==> src/rtl/pxs_pkg.sv <==
// Shared definitions for the Pxs pixel-stream pipeline: SCA field layout,
// stream widths and the default 640x480@60 raster timing.
package pxs_pkg;

  localparam int ACTIVE      = 0;
  localparam int VSYNC       = 1;
  localparam int HSYNC       = 2;
  localparam int YCOORD_LSB  = 3;
  localparam int YCOORD_MSB  = 12;
  localparam int XCOORD_LSB  = 13;
  localparam int XCOORD_MSB  = 22;
  localparam int RGB_LSB     = 23;
  localparam int RGB_MSB     = 25;

  localparam int SCA_W       = 23;
  localparam int SCA_RGB_W   = 26;
  localparam int COORD_W     = 10;

  localparam int DEF_H_ACTIVE = 640;
  localparam int DEF_H_FP     = 16;
  localparam int DEF_H_SYNC   = 96;
  localparam int DEF_H_BP     = 48;
  localparam int DEF_V_ACTIVE = 480;
  localparam int DEF_V_FP     = 10;
  localparam int DEF_V_SYNC   = 2;
  localparam int DEF_V_BP     = 33;

  function automatic logic [SCA_W-1:0] pack_sca(
    input logic [COORD_W-1:0] x,
    input logic [COORD_W-1:0] y,
    input logic               hs,
    input logic               vs,
    input logic               av
  );
    return {x, y, hs, vs, av};
  endfunction

endpackage

==> src/rtl/pxs_vga_timing_gen_if.sv <==
// Stream bundle leaving the timing generator: packed SCA word plus raster
// markers (line start, frame start, last pixel of frame).
interface pxs_vga_timing_gen_if;
  logic [pxs_pkg::SCA_W-1:0] sca;
  logic                      frame_start;
  logic                      line_start;
  logic                      frame_end;

  modport master (output sca, output frame_start, output line_start, output frame_end);
  modport slave  (input  sca, input  frame_start, input  line_start, input  frame_end);
endinterface

==> src/rtl/pxs_wrap_counter.sv <==
// Enabled modulo-(MAX+1) counter; wrap_o is the carry out, high on an enabled
// cycle while the count sits at MAX.
module pxs_wrap_counter #(
  parameter int WIDTH = 10,
  parameter int MAX   = 799
) (
  input  logic             px_clk,
  input  logic             rst,
  input  logic             en_i,
  output logic [WIDTH-1:0] count_o,
  output logic             wrap_o
);

  logic [WIDTH-1:0] count_q, count_d;
  logic             at_max;

  assign at_max = (count_q == WIDTH'(MAX));

  always_comb begin
    count_d = count_q;
    if (en_i) begin
      count_d = at_max ? '0 : count_q + WIDTH'(1);
    end
  end

  always_ff @(posedge px_clk) begin
    if (rst) begin
      count_q <= '0;
    end else begin
      count_q <= count_d;
    end
  end

  assign count_o = count_q;
  assign wrap_o  = en_i && at_max;

endmodule

==> src/rtl/pxs_vga_timing_gen.sv <==
// Head of the Pxs pipeline: raster counters plus one register stage producing
// the SCA stream (coords, syncs, active video) and line/frame markers.
module pxs_vga_timing_gen
  import pxs_pkg::*;
#(
  parameter int H_ACTIVE = DEF_H_ACTIVE,
  parameter int H_FP     = DEF_H_FP,
  parameter int H_SYNC   = DEF_H_SYNC,
  parameter int H_BP     = DEF_H_BP,
  parameter int V_ACTIVE = DEF_V_ACTIVE,
  parameter int V_FP     = DEF_V_FP,
  parameter int V_SYNC   = DEF_V_SYNC,
  parameter int V_BP     = DEF_V_BP,
  parameter bit SYNC_POL = 1'b0
) (
  input  logic                  px_clk,
  input  logic                  rst,
  input  logic                  px_ce,
  output logic [SCA_W-1:0]      VGA_SCA_Str_o,
  output logic                  frame_start_o,
  output logic                  line_start_o,
  pxs_vga_timing_gen_if.master  str_if
);

  localparam int H_TOT = H_ACTIVE + H_FP + H_SYNC + H_BP;
  localparam int V_TOT = V_ACTIVE + V_FP + V_SYNC + V_BP;

  if (H_TOT > 1024 || V_TOT > 1024) begin : g_bad_timing
    $error("pxs_vga_timing_gen: H_TOT or V_TOT does not fit a 10-bit counter");
  end

  localparam logic [COORD_W-1:0] H_ACT    = COORD_W'(H_ACTIVE);
  localparam logic [COORD_W-1:0] HS_START = COORD_W'(H_ACTIVE + H_FP);
  localparam logic [COORD_W-1:0] HS_END   = COORD_W'(H_ACTIVE + H_FP + H_SYNC);
  localparam logic [COORD_W-1:0] V_ACT    = COORD_W'(V_ACTIVE);
  localparam logic [COORD_W-1:0] VS_START = COORD_W'(V_ACTIVE + V_FP);
  localparam logic [COORD_W-1:0] VS_END   = COORD_W'(V_ACTIVE + V_FP + V_SYNC);

  logic [COORD_W-1:0] hc, vc;
  logic               h_wrap, v_wrap;

  pxs_wrap_counter #(.WIDTH(COORD_W), .MAX(H_TOT - 1)) u_hcnt (
    .px_clk  (px_clk),
    .rst     (rst),
    .en_i    (px_ce),
    .count_o (hc),
    .wrap_o  (h_wrap)
  );

  pxs_wrap_counter #(.WIDTH(COORD_W), .MAX(V_TOT - 1)) u_vcnt (
    .px_clk  (px_clk),
    .rst     (rst),
    .en_i    (px_ce && h_wrap),
    .count_o (vc),
    .wrap_o  (v_wrap)
  );

  logic             hsync, vsync, active;
  logic [SCA_W-1:0] sca_q, sca_d;
  logic             fs_q, fs_d, ls_q, ls_d, fe_q, fe_d;

  always_comb begin
    hsync  = (hc >= HS_START && hc < HS_END) ? SYNC_POL : ~SYNC_POL;
    vsync  = (vc >= VS_START && vc < VS_END) ? SYNC_POL : ~SYNC_POL;
    active = (hc < H_ACT) && (vc < V_ACT);
    sca_d  = sca_q;
    fs_d   = fs_q;
    ls_d   = ls_q;
    fe_d   = fe_q;
    if (px_ce) begin
      sca_d = pack_sca(hc, vc, hsync, vsync, active);
      fs_d  = (hc == '0) && (vc == '0);
      ls_d  = (hc == '0);
      fe_d  = v_wrap;
    end
  end

  // Output register stage: one enabled cycle behind the counters.
  always_ff @(posedge px_clk) begin
    if (rst) begin
      sca_q <= pack_sca('0, '0, ~SYNC_POL, ~SYNC_POL, 1'b0);
      fs_q  <= 1'b0;
      ls_q  <= 1'b0;
      fe_q  <= 1'b0;
    end else begin
      sca_q <= sca_d;
      fs_q  <= fs_d;
      ls_q  <= ls_d;
      fe_q  <= fe_d;
    end
  end

  assign VGA_SCA_Str_o      = sca_q;
  assign frame_start_o      = fs_q;
  assign line_start_o       = ls_q;
  assign str_if.sca         = sca_q;
  assign str_if.frame_start = fs_q;
  assign str_if.line_start  = ls_q;
  assign str_if.frame_end   = fe_q;

endmodule

==> src/flat_wrapper.sv <==
// flat-port wrapper written by rule: the top's interface ports become plain ports
module pxs_vga_timing_gen_flat import pxs_pkg::*;
#(
  parameter int H_ACTIVE = DEF_H_ACTIVE,
  parameter int H_FP     = DEF_H_FP,
  parameter int H_SYNC   = DEF_H_SYNC,
  parameter int H_BP     = DEF_H_BP,
  parameter int V_ACTIVE = DEF_V_ACTIVE,
  parameter int V_FP     = DEF_V_FP,
  parameter int V_SYNC   = DEF_V_SYNC,
  parameter int V_BP     = DEF_V_BP,
  parameter bit SYNC_POL = 1'b0
)
  (px_clk, rst, px_ce, VGA_SCA_Str_o, frame_start_o, line_start_o, str_if_sca, str_if_frame_start, str_if_line_start, str_if_frame_end);
  pxs_vga_timing_gen_if str_if_i ();
  input  logic px_clk;
  input  logic rst;
  input  logic px_ce;
  output logic [SCA_W-1:0] VGA_SCA_Str_o;
  output logic frame_start_o;
  output logic line_start_o;
  output wire logic [$bits(str_if_i.sca)-1:0] str_if_sca;
  output wire logic [$bits(str_if_i.frame_start)-1:0] str_if_frame_start;
  output wire logic [$bits(str_if_i.line_start)-1:0] str_if_line_start;
  output wire logic [$bits(str_if_i.frame_end)-1:0] str_if_frame_end;
  assign str_if_sca = str_if_i.sca;
  assign str_if_frame_start = str_if_i.frame_start;
  assign str_if_line_start = str_if_i.line_start;
  assign str_if_frame_end = str_if_i.frame_end;
  pxs_vga_timing_gen #(.H_ACTIVE(H_ACTIVE), .H_FP(H_FP), .H_SYNC(H_SYNC), .H_BP(H_BP), .V_ACTIVE(V_ACTIVE), .V_FP(V_FP), .V_SYNC(V_SYNC), .V_BP(V_BP), .SYNC_POL(SYNC_POL)) u_core (.px_clk(px_clk), .rst(rst), .px_ce(px_ce), .VGA_SCA_Str_o(VGA_SCA_Str_o), .frame_start_o(frame_start_o), .line_start_o(line_start_o), .str_if(str_if_i));
endmodule
==> config.mk <==
export PLATFORM = sky130hd
export DESIGN_NAME = pxs_vga_timing_gen_flat
export DESIGN_NICKNAME = d
export VERILOG_FILES = /design/src/rtl/pxs_pkg.sv /design/src/rtl/pxs_vga_timing_gen_if.sv /design/src/rtl/pxs_wrap_counter.sv /design/src/rtl/pxs_vga_timing_gen.sv /design/src/flat_wrapper.sv
export SDC_FILE = /design/constraint.sdc
export NUM_CORES = 1
export LEC_CHECK = 0
export BUFFER_PORTS_ARGS = -buffer_cell sky130_fd_sc_hd__clkbuf_2
export CAP_MARGIN = 5
export CORE_MARGIN = 1.5
export CORE_UTILIZATION = 57
export DETAILED_ROUTE_END_ITERATION = 8
export PLACE_DENSITY = 0.84
export SYNTH_ARGS = -nofsm -noshare
export SYNTH_HDL_FRONTEND = slang
export SYNTH_SLANG_ARGS = --single-unit
==> constraint.sdc <==
create_clock -name px_clk -period 5.04 [get_ports px_clk]
set_clock_uncertainty 0.15 [all_clocks]
set_input_delay 0.756 -clock px_clk [delete_from_list [all_inputs] [get_ports px_clk]]
set_output_delay 0.756 -clock px_clk [all_outputs]
set_load 0.05 [all_outputs]
Yosys cells after proc, flatten, opt, wreduce, memory -nomap -nowiden
Index checks and enable logic that the tools add are counted.
{"block": "classes", "eq_ne": 2, "n_reduce_logical": 9, "n_lt_le_gt_ge": 6, "n_mux": 4, "addsub": 2}
{"cell": "$add A10 B1 Y10 const B", "n": 2}
{"cell": "$eq A10 B10 Y1 const B", "n": 2}
{"cell": "$logic_not A10 Y1", "n": 2}
{"cell": "$lt A10 B10 Y1 const B", "n": 2}
{"cell": "$lt A10 B9 Y1 const B", "n": 2}
{"cell": "$mux W10", "n": 2}
{"cell": "$ge A10 B10 Y1 const B", "n": 1}
{"cell": "$ge A10 B9 Y1 const B", "n": 1}
{"cell": "$logic_and A1 B1 Y1", "n": 7}
{"cell": "$mux W1", "n": 2}
{"block": "word_totals", "output_inout_bits": 51, "inputBits": 3, "register_bits": 46, "elab_cells": 29}

Depth between registers and ports, before layout
{"block": "logic_depth", "ltp_word": 4, "ltp_mapped": 7}

Modules after synthesis
From an unflattened synthesis, not the netlist that was laid out.
{"block": "unflattened", "hier_cells": 233, "hier_area_um2": 2189.6}
{"mod": "pxs_vga_timing_gen", "cells_each": 125, "area_per_inst_um2": 1201.2, "n_inst": 1}
{"mod": "pxs_wrap_counter (u_core.u_vcnt)", "cells_each": 54, "area_per_inst_um2": 501.7, "n_inst": 1}
{"mod": "pxs_wrap_counter (u_core.u_hcnt)", "cells_each": 54, "area_per_inst_um2": 486.7, "n_inst": 1}

Worst setup path after synthesis
OpenSTA, ideal clock, no wires.
{"block": "synth_path", "path_type": "input to register", "startpoint": "input port px_ce", "endpoint": "register u_core.fs_q, in the netlist u_core.frame_start_o", "path_buffers": 1, "setup_time_ns": 0.070, "arrival_time_ns": 1.926, "slack_ns": 2.893, "stages": 5, "required_ns": 4.820, "path_cell_list": "clkbuf_1 > nor4b_1 > nand3b_1 > or4_1 > a21oi_1"}
{"item": "start: declaration", "line_no": "flat_wrapper.sv:18", "rtl": "input logic px_ce;"}
{"item": "end signal: assignment", "line_no": "pxs_vga_timing_gen.sv:87", "rtl": "fs_q <= fs_d;"}
{"item": "end: declaration", "line_no": "pxs_vga_timing_gen.sv:60", "rtl": "logic fs_q, fs_d, ls_q, ls_d, fe_q, fe_d;"}

Worst setup path in the final report
{"block": "layout_path", "startpoint": "input port px_ce", "endpoint": "register u_core.u_vcnt.count_q[9], in the netlist u_core.u_vcnt.count_o[9]"}
{"block": "layout_between", "elab_chain_len": 2}
{"item": "$logic_and A1 B1 Y1", "line_no": "pxs_wrap_counter.sv:35", "rtl": "assign wrap_o = en_i && at_max;"}
{"item": "$logic_and A1 B1 Y1 *", "line_no": "pxs_vga_timing_gen.sv:53", "rtl": ".en_i (px_ce && h_wrap),"}
{"item": "end signal: assignment", "line_no": "pxs_wrap_counter.sv:30", "rtl": "count_q <= count_d;"}
{"item": "end: declaration", "line_no": "pxs_wrap_counter.sv:14", "rtl": "logic [WIDTH-1:0] count_q, count_d;"}
Every way passes the cells marked *; elsewhere a longest branch is shown, timed or not.
A chain may end at the register's enable or synchronous reset.

==> qor.txt <==
Synthesized cell area = 2260 um^2
Gpl congestion = 0.823
Required @ worst endpoint = 5130 ps
Avg Vias per Cell = 5.41
# H-tree levels = 2
Synth warn = 0
WHS Path Cells = 2
Final setup TNS = 0 ps
Total Routing Usage GR = 20.1%
Pin count of the biggest net entering global routing = 40
Routed wire per std cell = 12.7 um
Max VDD drop = 0.172 mV
RSZ-0062 raised after global routing = false
Post-synth EDFFs = 0
Clock Tree Buf Depth = 2
Wirelength, routed = 4070 um
CTS resizes = 0
Crit start category = primary input
Top_reg_cell synth = dfxtp_1
Fin area = 2400 um^2
Drt drc = 0
Status = complete, no violations
Top cells by area, synth = dfxtp_1 (41%), mux2i_1 (9.3%), buf_4 (8.3%)
Endpoints failing hold = 0
# port buffers = 53
Placed Instance Area = 2310 um^2
Slew @ Worst Pin = 964 ps
DRT Pass-1 Iters = 4
Final period util = 56.6%
Top cell type's share of synthesized area = 40.8%
Die span in x = 65.9 um
Static Leakage = 0.00104 uW
Root Driver = clkbuf_8
Antenna violations before repair = 0
FF+latch count, synth = 46
CP endpoint kind = flip-flop
Highest clock rate = 351 MHz
PwrDens = 271 nW/um^2
Setup violators final = 0
CP Class = in2reg
Area Overhead vs Synth = 6.54%
Die Ht = 65.9 um
Global-route wire length before repair = 6780 um
CORE AREA = 3740 um^2
Total CTS buffers = 5
Antenna Nets Post-Route = 0
Initial Util = 60.3%
DRT iter0 DRCs = 87
Minimum clock period = 2850 ps
FF-to-FF path depth = 5
Cts hold-fix bufs = 0
DP HPWL = 2810 um
Syn Nets = 264
# IOs = 54
Worst-Skew Late Latency = 300 ps
Slowest-stage cell, CP = clkbuf_2
Count of cell types in the netlist = 35
Vias in the first global route = 1531
Final Slew Violations = 0
Critical path, cell by cell = clkbuf_2, nand4_1, or4_1, or4_1, a21oi_1
DR vias = 1736
CTS tree = yes
Cells after Synth = 256
Share of flip-flops with an asynchronous set or reset = 0%
Clock sink total = 46
Max incr delay on CP = 710 ps
Crit Path Max Fanout = 39
Crit path DAT = 2940 ps
Yosys top cell by area = dfxtp_1
CTS clk-pin slew, worst paths = 80 ps
Most used cell, CP = or4_1
Die ar. = 4350 um^2
Post-CTS setup buffer count = 0
Max-slew headroom = 35.7%
Post-synthesis average cell area = 8.82 um^2
Std cell rows = 22
GRT Residual Overflow = 0
MaxCap Viol Count = 0
Share of layout cells above drive strength 1 = 23.4%
Hold WC Path Type = reg2reg
Final layout net count = 280
ANT cells = 0
Seq/Total Area, Yosys = 40.8%
==> per-layer routing <==
layer,wire [um],part of all wire (%),track usage (%),vias to the layer above
li1,-,-,-,877
met1,1830,45,24.5,809
met2,1990,49,34.1,46
met3,236,5.8,6.64,4
met4,19,0.47,5.61,0
met5,0,0,0,-
==> state kept, by name (all words and copies together), names as in the netlist <==
signal,flops
u_core.VGA_SCA_Str_o,23
u_core.str_if.frame_end,1
u_core.frame_start_o,1
u_core.u_vcnt.count_o,10
u_core.u_hcnt.count_o,10
u_core.line_start_o,1
==> critical path: cells and delay by family <==
family | cells | cell delay (ps)
simple gates | 3 | 1320
buf+inv | 1 | 710
compound gates | 1 | 150
==> cell families (layout without fill, tap and decap cells) <==
group / Yosys count / after routing / synth area share, %
simple gates: 100 / 100 / 24.3
fa+ha+maj: 5 / 5 / 2.77
buf+inv: 51 / 68 / 13.1
xor+xnor: 11 / 11 / 4.27
flops: 46 / 46 / 40.8
compound gates: 22 / 22 / 5.43
mux: 21 / 21 / 9.31
==> final timing paths <==
path	start	to	slack [ps]
max	px_ce	u_core.u_vcnt.count_o[9]	2190
max reg2reg	u_core.u_hcnt.count_o[0]	u_core.u_vcnt.count_o[9]	2840
min	u_core.VGA_SCA_Str_o[0]	u_core.VGA_SCA_Str_o[0]	340
min reg2reg	u_core.VGA_SCA_Str_o[0]	u_core.VGA_SCA_Str_o[0]	340
==> synthesized netlist by cell type, types with 3 or more instances <==
master / n
or4_1: 6
inv_1: 7
xor2_1: 3
nor4b_1: 3
o31ai_1: 4
nand3_1: 11
nand2_1: 4
o21ai_0: 4
nor3_1: 4
buf_1: 3
nand2b_1: 8
a21oi_1: 13
ha_1: 5
dfxtp_1: 46
or3_1: 4
buf_4: 25
clkbuf_1: 13
mux2i_1: 21
xnor2_1: 8
nand4_1: 7
nor2_1: 37
==> area by class of cell <==
class | count | area (um^2)
Fill cell | 341 | 1340
Clock buffer | 7 | 86.3
Timing Repair Buffer | 53 | 265
Clock inverter | 1 | 5.00
Inverter | 7 | 26.3
Sequential cell | 46 | 921
Multi-Input combinational cell | 159 | 1040
Tap cell | 48 | 60.1
==> power breakdown <==
part           internal [uW]  leakage [uW]  switching (uW)  total [uW]
Combinational           14.0      0.000622            38.5        52.6
Sequential               367      0.000372            4.07         371
Clock                    111     0.0000482             118         229
==> through the flow <==
| step | cells | total power, uW | util (%) | hold WS, ps | worst slack (ps) |
|---|---|---|---|---|---|
| 6_report | 321 | 653 | 64.2 | 344 | 2190 |
| 5_1_grt | 321 | 682 | 64.2 | 369 | 2000 |
| 4_1_cts | 321 | 660 | 64.2 | 350 | 2210 |
| 3_5_place_dp | 313 | 433 | 61.8 | 336 | 1890 |
| 3_3_place_gp | 313 | 431 | 61.8 | 332 | 2000 |
| 2_1_floorplan | 256 | 426 | - | 322 | 2890 |
==> layout by cell type, fill, tap and decap left out <==
| cell | Yosys | routed |
|---|---|---|
| a21o_1 | 1 | 1 |
| a21oi_1 | 13 | 13 |
| and2_1 | 1 | 1 |
| and3_1 | 2 | 2 |
| and4_1 | 1 | 1 |
| clkbuf_1 | 13 | 1 |
| clkbuf_2 | 0 | 53 |
| clkbuf_8 | 0 | 6 |
| clkinv_2 | 0 | 1 |
| dfxtp_1 | 46 | 46 |
| ha_1 | 5 | 5 |
| inv_1 | 7 | 7 |
| mux2i_1 | 21 | 21 |
| nand2_1 | 4 | 4 |
| nand2b_1 | 8 | 8 |
| nand3_1 | 11 | 11 |
| nand3b_1 | 2 | 2 |
| nand4_1 | 7 | 7 |
| nand4b_1 | 2 | 2 |
| nor2_1 | 37 | 37 |
| nor2b_1 | 1 | 1 |
| nor3_1 | 4 | 4 |
| nor3b_1 | 1 | 1 |
| nor4_1 | 2 | 2 |
| nor4_4 | 1 | 1 |
| nor4b_1 | 3 | 3 |
| o21ai_0 | 4 | 4 |
| o31ai_1 | 4 | 4 |
| or2_2 | 2 | 2 |
| or3_1 | 4 | 4 |
| or4_1 | 6 | 6 |
| or4b_2 | 1 | 1 |
| xnor2_1 | 8 | 8 |
| xor2_1 | 3 | 3 |
Note: power is estimated with default switching activity, not from simulation.
